### src/rtl/exec_unit.sv
// Execute/write-back sequencer for the 8-bit computer: accepts one instruction,
// reads two bank operands, computes (shift-add MUL included) and writes back once.
module exec_unit #(
  parameter int ENABLE_MUL = 1
) (
  input  logic        clk,
  input  logic        rst_n,
  input  logic        in_valid,
  input  logic [15:0] in_instr,
  output logic        in_ready,
  output logic [3:0]  r_add_1,
  output logic [3:0]  r_add_2,
  input  logic [7:0]  data_1,
  input  logic [7:0]  data_2,
  output logic        w_r,
  output logic [3:0]  w_add,
  output logic [7:0]  w_data,
  output logic        done,
  output logic        illegal,
  output logic [2:0]  flags,
  output logic        busy
);

  localparam int   DATA_W = 8;
  localparam logic MUL_ON = (ENABLE_MUL != 0);

  typedef enum logic [2:0] {S_IDLE, S_READ, S_EXEC, S_MUL, S_WB} state_t;

  state_t              state_q, state_d;
  logic [3:0]          opcode_q, rd_q;
  logic [DATA_W-1:0]   imm_q, op_a_q, op_b_q;
  logic                wr_q, ill_q;
  logic [2:0]          mul_cnt_q;
  logic [2*DATA_W-1:0] mul_acc_q, mul_acc_d;

  logic [DATA_W:0]     alu_out;
  logic [DATA_W-1:0]   ex_res;
  logic                ex_c, ex_write, ex_flags, ex_ill, ex_mul;

  // Returns {carry/borrow/shifted-out bit, result}.
  function automatic logic [DATA_W:0] alu(input logic [3:0] op,
                                          input logic [DATA_W-1:0] a,
                                          input logic [DATA_W-1:0] b);
    logic [2*DATA_W-1:0] sh;
    sh  = '0;
    alu = '0;
    case (op)
      4'h1:       alu = {1'b0, a} + {1'b0, b};
      4'h2, 4'hA: alu = {1'b0, a} - {1'b0, b};
      4'h3:       alu = {1'b0, a & b};
      4'h4:       alu = {1'b0, a | b};
      4'h5:       alu = {1'b0, a ^ b};
      4'h6: begin
        sh  = {8'h00, a} << b[2:0];
        alu = {sh[8], sh[7:0]};
      end
      4'h7: begin
        sh  = {a, 8'h00} >> b[2:0];
        alu = {sh[7], sh[15:8]};
      end
      default:    alu = '0;
    endcase
  endfunction

  always_comb begin
    ex_write = 1'b0;
    ex_flags = 1'b0;
    ex_ill   = 1'b0;
    ex_mul   = 1'b0;
    alu_out  = alu(opcode_q, op_a_q, op_b_q);
    ex_res   = alu_out[DATA_W-1:0];
    ex_c     = alu_out[DATA_W];
    case (opcode_q)
      4'h0: ;
      4'h1, 4'h2, 4'h3, 4'h4, 4'h5, 4'h6, 4'h7: begin
        ex_write = 1'b1;
        ex_flags = 1'b1;
      end
      4'h8: begin
        if (MUL_ON) ex_mul = 1'b1;
        else        ex_ill = 1'b1;
        ex_write = MUL_ON;
      end
      4'h9: begin
        ex_write = 1'b1;
        ex_res   = imm_q;
      end
      4'hA:    ex_flags = 1'b1;
      default: ex_ill   = 1'b1;
    endcase
  end

  // One multiplier bit per MUL cycle, LSB first.
  assign mul_acc_d = mul_acc_q +
                     (op_b_q[mul_cnt_q] ? ({8'h00, op_a_q} << mul_cnt_q) : 16'h0000);

  always_comb begin
    state_d = state_q;
    case (state_q)
      S_IDLE:  if (in_valid) state_d = S_READ;
      S_READ:  state_d = S_EXEC;
      S_EXEC:  state_d = ex_mul ? S_MUL : S_WB;
      S_MUL:   if (mul_cnt_q == 3'd7) state_d = S_WB;
      S_WB:    state_d = S_IDLE;
      default: state_d = S_IDLE;
    endcase
  end

  always_ff @(posedge clk) begin
    if (!rst_n) state_q <= S_IDLE;
    else        state_q <= state_d;
  end

  always_ff @(posedge clk) begin
    if (state_q == S_IDLE && in_valid) begin
      opcode_q <= in_instr[15:12];
      rd_q     <= in_instr[11:8];
      imm_q    <= in_instr[7:0];
    end
    if (state_q == S_READ) begin
      op_a_q <= data_1;
      op_b_q <= data_2;
    end
  end

  always_ff @(posedge clk) begin
    if (!rst_n) begin
      r_add_1   <= '0;
      r_add_2   <= '0;
      w_add     <= '0;
      w_data    <= '0;
      flags     <= '0;
      wr_q      <= 1'b0;
      ill_q     <= 1'b0;
      mul_cnt_q <= '0;
      mul_acc_q <= '0;
    end else begin
      case (state_q)
        S_IDLE: if (in_valid) begin
          r_add_1 <= in_instr[7:4];
          r_add_2 <= in_instr[3:0];
        end
        S_EXEC: begin
          wr_q      <= ex_write;
          ill_q     <= ex_ill;
          mul_cnt_q <= '0;
          mul_acc_q <= '0;
          if (!ex_mul) begin
            if (ex_write) begin
              w_add  <= rd_q;
              w_data <= ex_res;
            end
            if (ex_flags) flags <= {ex_res[7], ex_c, (ex_res == 8'h00)};
          end
        end
        S_MUL: begin
          mul_acc_q <= mul_acc_d;
          mul_cnt_q <= mul_cnt_q + 3'd1;
          if (mul_cnt_q == 3'd7) begin
            w_add  <= rd_q;
            w_data <= mul_acc_d[7:0];
            flags  <= {mul_acc_d[7], (mul_acc_d[15:8] != 8'h00), (mul_acc_d[7:0] == 8'h00)};
          end
        end
        default: ;
      endcase
    end
  end

  assign in_ready = (state_q == S_IDLE) && rst_n;
  assign busy     = (state_q != S_IDLE);
  assign done     = (state_q == S_WB);
  assign w_r      = (state_q == S_WB) && wr_q;
  assign illegal  = (state_q == S_WB) && ill_q;

endmodule

### config.mk
export PLATFORM = sky130hd
export DESIGN_NAME = exec_unit
export DESIGN_NICKNAME = d
export VERILOG_FILES = /design/src/rtl/exec_unit.sv
export SDC_FILE = /design/constraint.sdc
export NUM_CORES = 1
export LEC_CHECK = 0
export BUFFER_PORTS_ARGS = -buffer_cell sky130_fd_sc_hd__buf_2
export CAP_MARGIN = 20
export CELL_PAD_IN_SITES_DETAIL_PLACEMENT = 0
export CELL_PAD_IN_SITES_GLOBAL_PLACEMENT = 1
export CORE_UTILIZATION = 45
export DETAILED_ROUTE_END_ITERATION = 6
export GPL_TIMING_DRIVEN = 1
export PLACE_DENSITY = 0.86
export RECOVER_POWER = 25
export SYNTH_ARGS = -nofsm -noshare
export SYNTH_HDL_FRONTEND = slang
export SYNTH_SLANG_ARGS = --single-unit
### constraint.sdc
create_clock -name clk -period 5 [get_ports clk]
set_clock_uncertainty 0.2 [all_clocks]
set_input_delay 0 -clock clk [delete_from_list [all_inputs] [get_ports clk]]
set_output_delay 0 -clock clk [all_outputs]
set_load 0.05 [all_outputs]
==> impl_metrics.py <==
metrics = {
    "outcome": {
        "outcome": "completed",
    },
    "power_and_ir_drop": {
        "p_leak_nw": 2.80,
        "p_sw_frac": 0.304,
        "powerDensity_nw_per_um2": 254,
        "combinationalPowerShare": 0.205,
        "ir_drop_v": 0.000215,
        "power_frac_seq": 0.411,
        "power_mw": 1.78,
        "p_switching_uw": 540,
        "clockPowerShare": 0.383,
        "intPower_mw": 1.24,
    },
    "logic_synthesis": {
        "yosysUniqueCellTypes": 74,
        "synth_top_cell_by_area": "edfxtp_1",
        "synthArstFlopShare": 0,
        "synthCells": 694,
        "synth_area_per_cell_um2": 8.55,
        "synth_edf_count": 32,
        "syn_nets": 774,
        "synth_top_area_frac": 0.162,
        "yosys_register_bits": 79,
        "synthTopCellsByArea": "edfxtp_1 (16%), dfxtp_1 (16%), ha_1 (9.1%)",
        "synth_warnings": 0,
        "syn_area_um2": 5940,
        "synth_ff_type": "dfxtp_1",
        "yosysSeqAreaShare": 0.320,
    },
    "clock_tree": {
        "cts_resized": 0,
        "root_buffer": "clkbuf_16",
        "clock-sinks": 79,
        "clk_pin_slew_worst_paths_ns": 0.06,
        "cts_setup_buffers": 0,
        "cts_buffers": 9,
        "h-tree-depth": 3,
        "clkLatencyLatePin_ns": 0.35,
        "holdBufCountCts": 34,
        "cts_buffer_depth": 2,
        "cts_tree": "built",
    },
    "grt": {
        "grt_pass1_vias": 5429,
        "grt.total_usage": 0.277,
        "grt-ovfl-total": 0,
        "antenna_found_initial": 0,
        "grt_pass1_wl_um": 28200,
        "grt_start_max_net_pins": 28,
    },
    "finish": {
        "mostFrequentLayoutCell": "nand2_1",
        "fin_nets": 853,
        "drive_gt1_frac": 0.143,
        "antennaDiodeCount": 0,
        "finish.utilization": 0.550,
        "area_growth_pct": 17.9,
        "layout_common_cells": "nand2_1 (83), a21oi_1 (61), nor2_1 (56), buf_2 (52), dfxtp_1 (47)",
    },
    "worst_setup_path": {
        "worstSetupEndpointType": "flip-flop",
        "start_kind": "flip-flop",
        "crit_path_max_fanout": 22,
        "worst-path-buf-inv": 0,
        "required_ns": 5.06,
        "cp_slowest_stage_delay_ns": 0.78,
        "cp-endpoint": "flags[1]$_SDFFE_PN0P_",
        "crit_path_start": "mul_cnt_q[1]$_SDFFE_PN0P_",
        "cp.depth": 12,
        "r2r_end": "flags[1]$_SDFFE_PN0P_",
        "crit_type": "reg2reg",
        "reg2reg_depth": 12,
        "worstPathCellList": "mux4_2 > nand2_1 > and2_1 > a21oi_1 > ha_1 > a2111oi_0 > nor3_1 > a21oi_1 > mux2_2 > o21ai_0 > a311oi_1 > a211oi_1",
        "arrival_ns": 4.54,
        "path_common_cell": "a21oi_1",
        "path_delay_family": "compound AO/OA/AOI/OAI gates",
        "timing.rr.start": "mul_cnt_q[1]$_SDFFE_PN0P_",
        "slowest_stage": "dfxtp_1",
        "r2r_slack_ns": 0.52,
    },
    "floorplan": {
        "die_w_um": 117,
        "coreArea_um2": 12700,
        "dieHeight_um": 117,
        "num_rows": 41,
        "start_util": 0.467,
        "io_pins": 63,
        "die_area_um2": 13700,
    },
    "sta": {
        "relSlewSlack": 0.364,
        "tns_ns": 0,
        "worst_pin_slew_ns": 0.953,
        "finalHoldViolations": 0,
        "finalCriticalPeriod_ns": 4.48,
        "rsz0062_at_grt": "false",
        "timing.fmax_mhz": 223,
        "setup_viol": 0,
        "final_max_slew_viol_count": 0,
        "fin_crit_sh": 0.897,
    },
    "placement": {
        "hpwl_um": 13200,
        "place_congestion": 0.963,
        "portBuffers": 62,
    },
    "flow_run": {
        "max_cap_viol_count": 0,
    },
    "drt": {
        "ant_nets": 0,
        "drc": 0,
        "vias_per_cell": 6.04,
        "dr_total_vias": 5739,
        "finalWirelength_um": 18000,
        "first_pass_iters": 5,
        "drt_iter0_drc": 561,
        "post_drt_wl_per_cell_um": 18.9,
    },
    "min_path": {
        "min_path_type": "in2reg",
    },
}
power groups by stage:
stage	registers [mW]	clock network, mW	logic (mW)
6_report	0.731	0.681	0.365
5_1_grt	0.734	0.705	0.399
4_1_cts	0.730	0.693	0.362
3_5_place_dp	0.744	0	0.340
3_3_place_gp	0.742	0	0.335
2_1_floorplan	0.758	0	0.227
worst min path at each step:
stage                     endpoint  cells after the start        start
2_1_floorplan   imm_q[0]$_DFFE_PP_                      0  in_instr[0]
3_3_place_gp   op_a_q[4]$_DFFE_PP_                      1    data_1[4]
3_5_place_dp   op_a_q[4]$_DFFE_PP_                      1    data_1[4]
4_1_cts        op_a_q[1]$_DFFE_PP_                      2    data_1[1]
5_1_grt        op_a_q[4]$_DFFE_PP_                      2    data_1[4]
6_report       op_a_q[1]$_DFFE_PP_                      2    data_1[1]
kinds of logic (layout without fill, tap and decap cells):
group                      count (synthesis)  in the layout  synth area share
and+or+nand+nor                          251            251             0.207
AOI/OAI and AO/OA                        193            193             0.211
DFF                                       79             79             0.320
buffers and inverters                     73            157            0.0518
adders and majority gates                 45             45            0.0974
muxes                                     35             35            0.0858
xor gates and xnor gates                  18             18            0.0266
metrics by stage:
| step | area (um2) | hold slack [ns] | setup slack [ns] | cells |
|---|---|---|---|---|
| floorplan | 5940 | -0.101 | 1.00 | 694 |
| global placement | 6370 | -0.0239 | 0.831 | 900 |
| detailed placement | 6370 | -0.0219 | 0.636 | 900 |
| CTS | 7010 | 0.146 | 0.626 | 950 |
| global route | 7000 | 0.159 | 0.266 | 950 |
| finish | 7000 | 0.156 | 0.517 | 950 |
routing by layer:
layer / GRT usage / wire length (um) / vias to the layer above
li1: - / - / 2704
met1: 0.336 / 7430 / 2753
met2: 0.469 / 8640 / 230
met3: 0.0448 / 1060 / 52
met4: 0.156 / 820 / 0
met5: 0 / 0 / -
final cells by class:
| class | instances | area (um2) |
|---|---|---|
| fill | 1227 | 5720 |
| multi-input combinational | 542 | 3730 |
| sequential | 79 | 1900 |
| timing repair buffer | 107 | 721 |
| clock buffer | 9 | 225 |
| tap | 172 | 215 |
| inverter | 34 | 128 |
| clock inverter | 7 | 78.8 |
cells in the mapped netlist, types with 6 or more instances:
master,number
dfxtp_1,47
clkbuf_1,23
mux2i_1,19
and2_1,7
xnor2_1,9
and3_1,9
o21a_1,11
nor2_1,56
xor2_1,9
o22ai_1,7
a22oi_1,11
nand2_1,83
nor2b_1,10
or2_2,6
mux4_2,11
a21oi_1,61
nand3_1,15
o211ai_1,10
a31oi_1,8
ha_1,43
buf_2,9
edfxtp_1,32
nor3_1,21
nand2b_1,10
o21ai_0,40
inv_1,33
registers in the layout, summed over array words and instances, names as in the netlist:
| name | count |
|---|---|
| w_data | 8 |
| ill_q | 1 |
| state_q | 3 |
| rd_q | 4 |
| w_add | 4 |
| mul_acc_q | 16 |
| r_add_1 | 4 |
| op_b_q | 8 |
| r_add_2 | 4 |
| op_a_q | 8 |
| opcode_q | 4 |
| imm_q | 8 |
| flags | 3 |
| mul_cnt_q | 3 |
| wr_q | 1 |
Power figures use the tool's default switching activity.
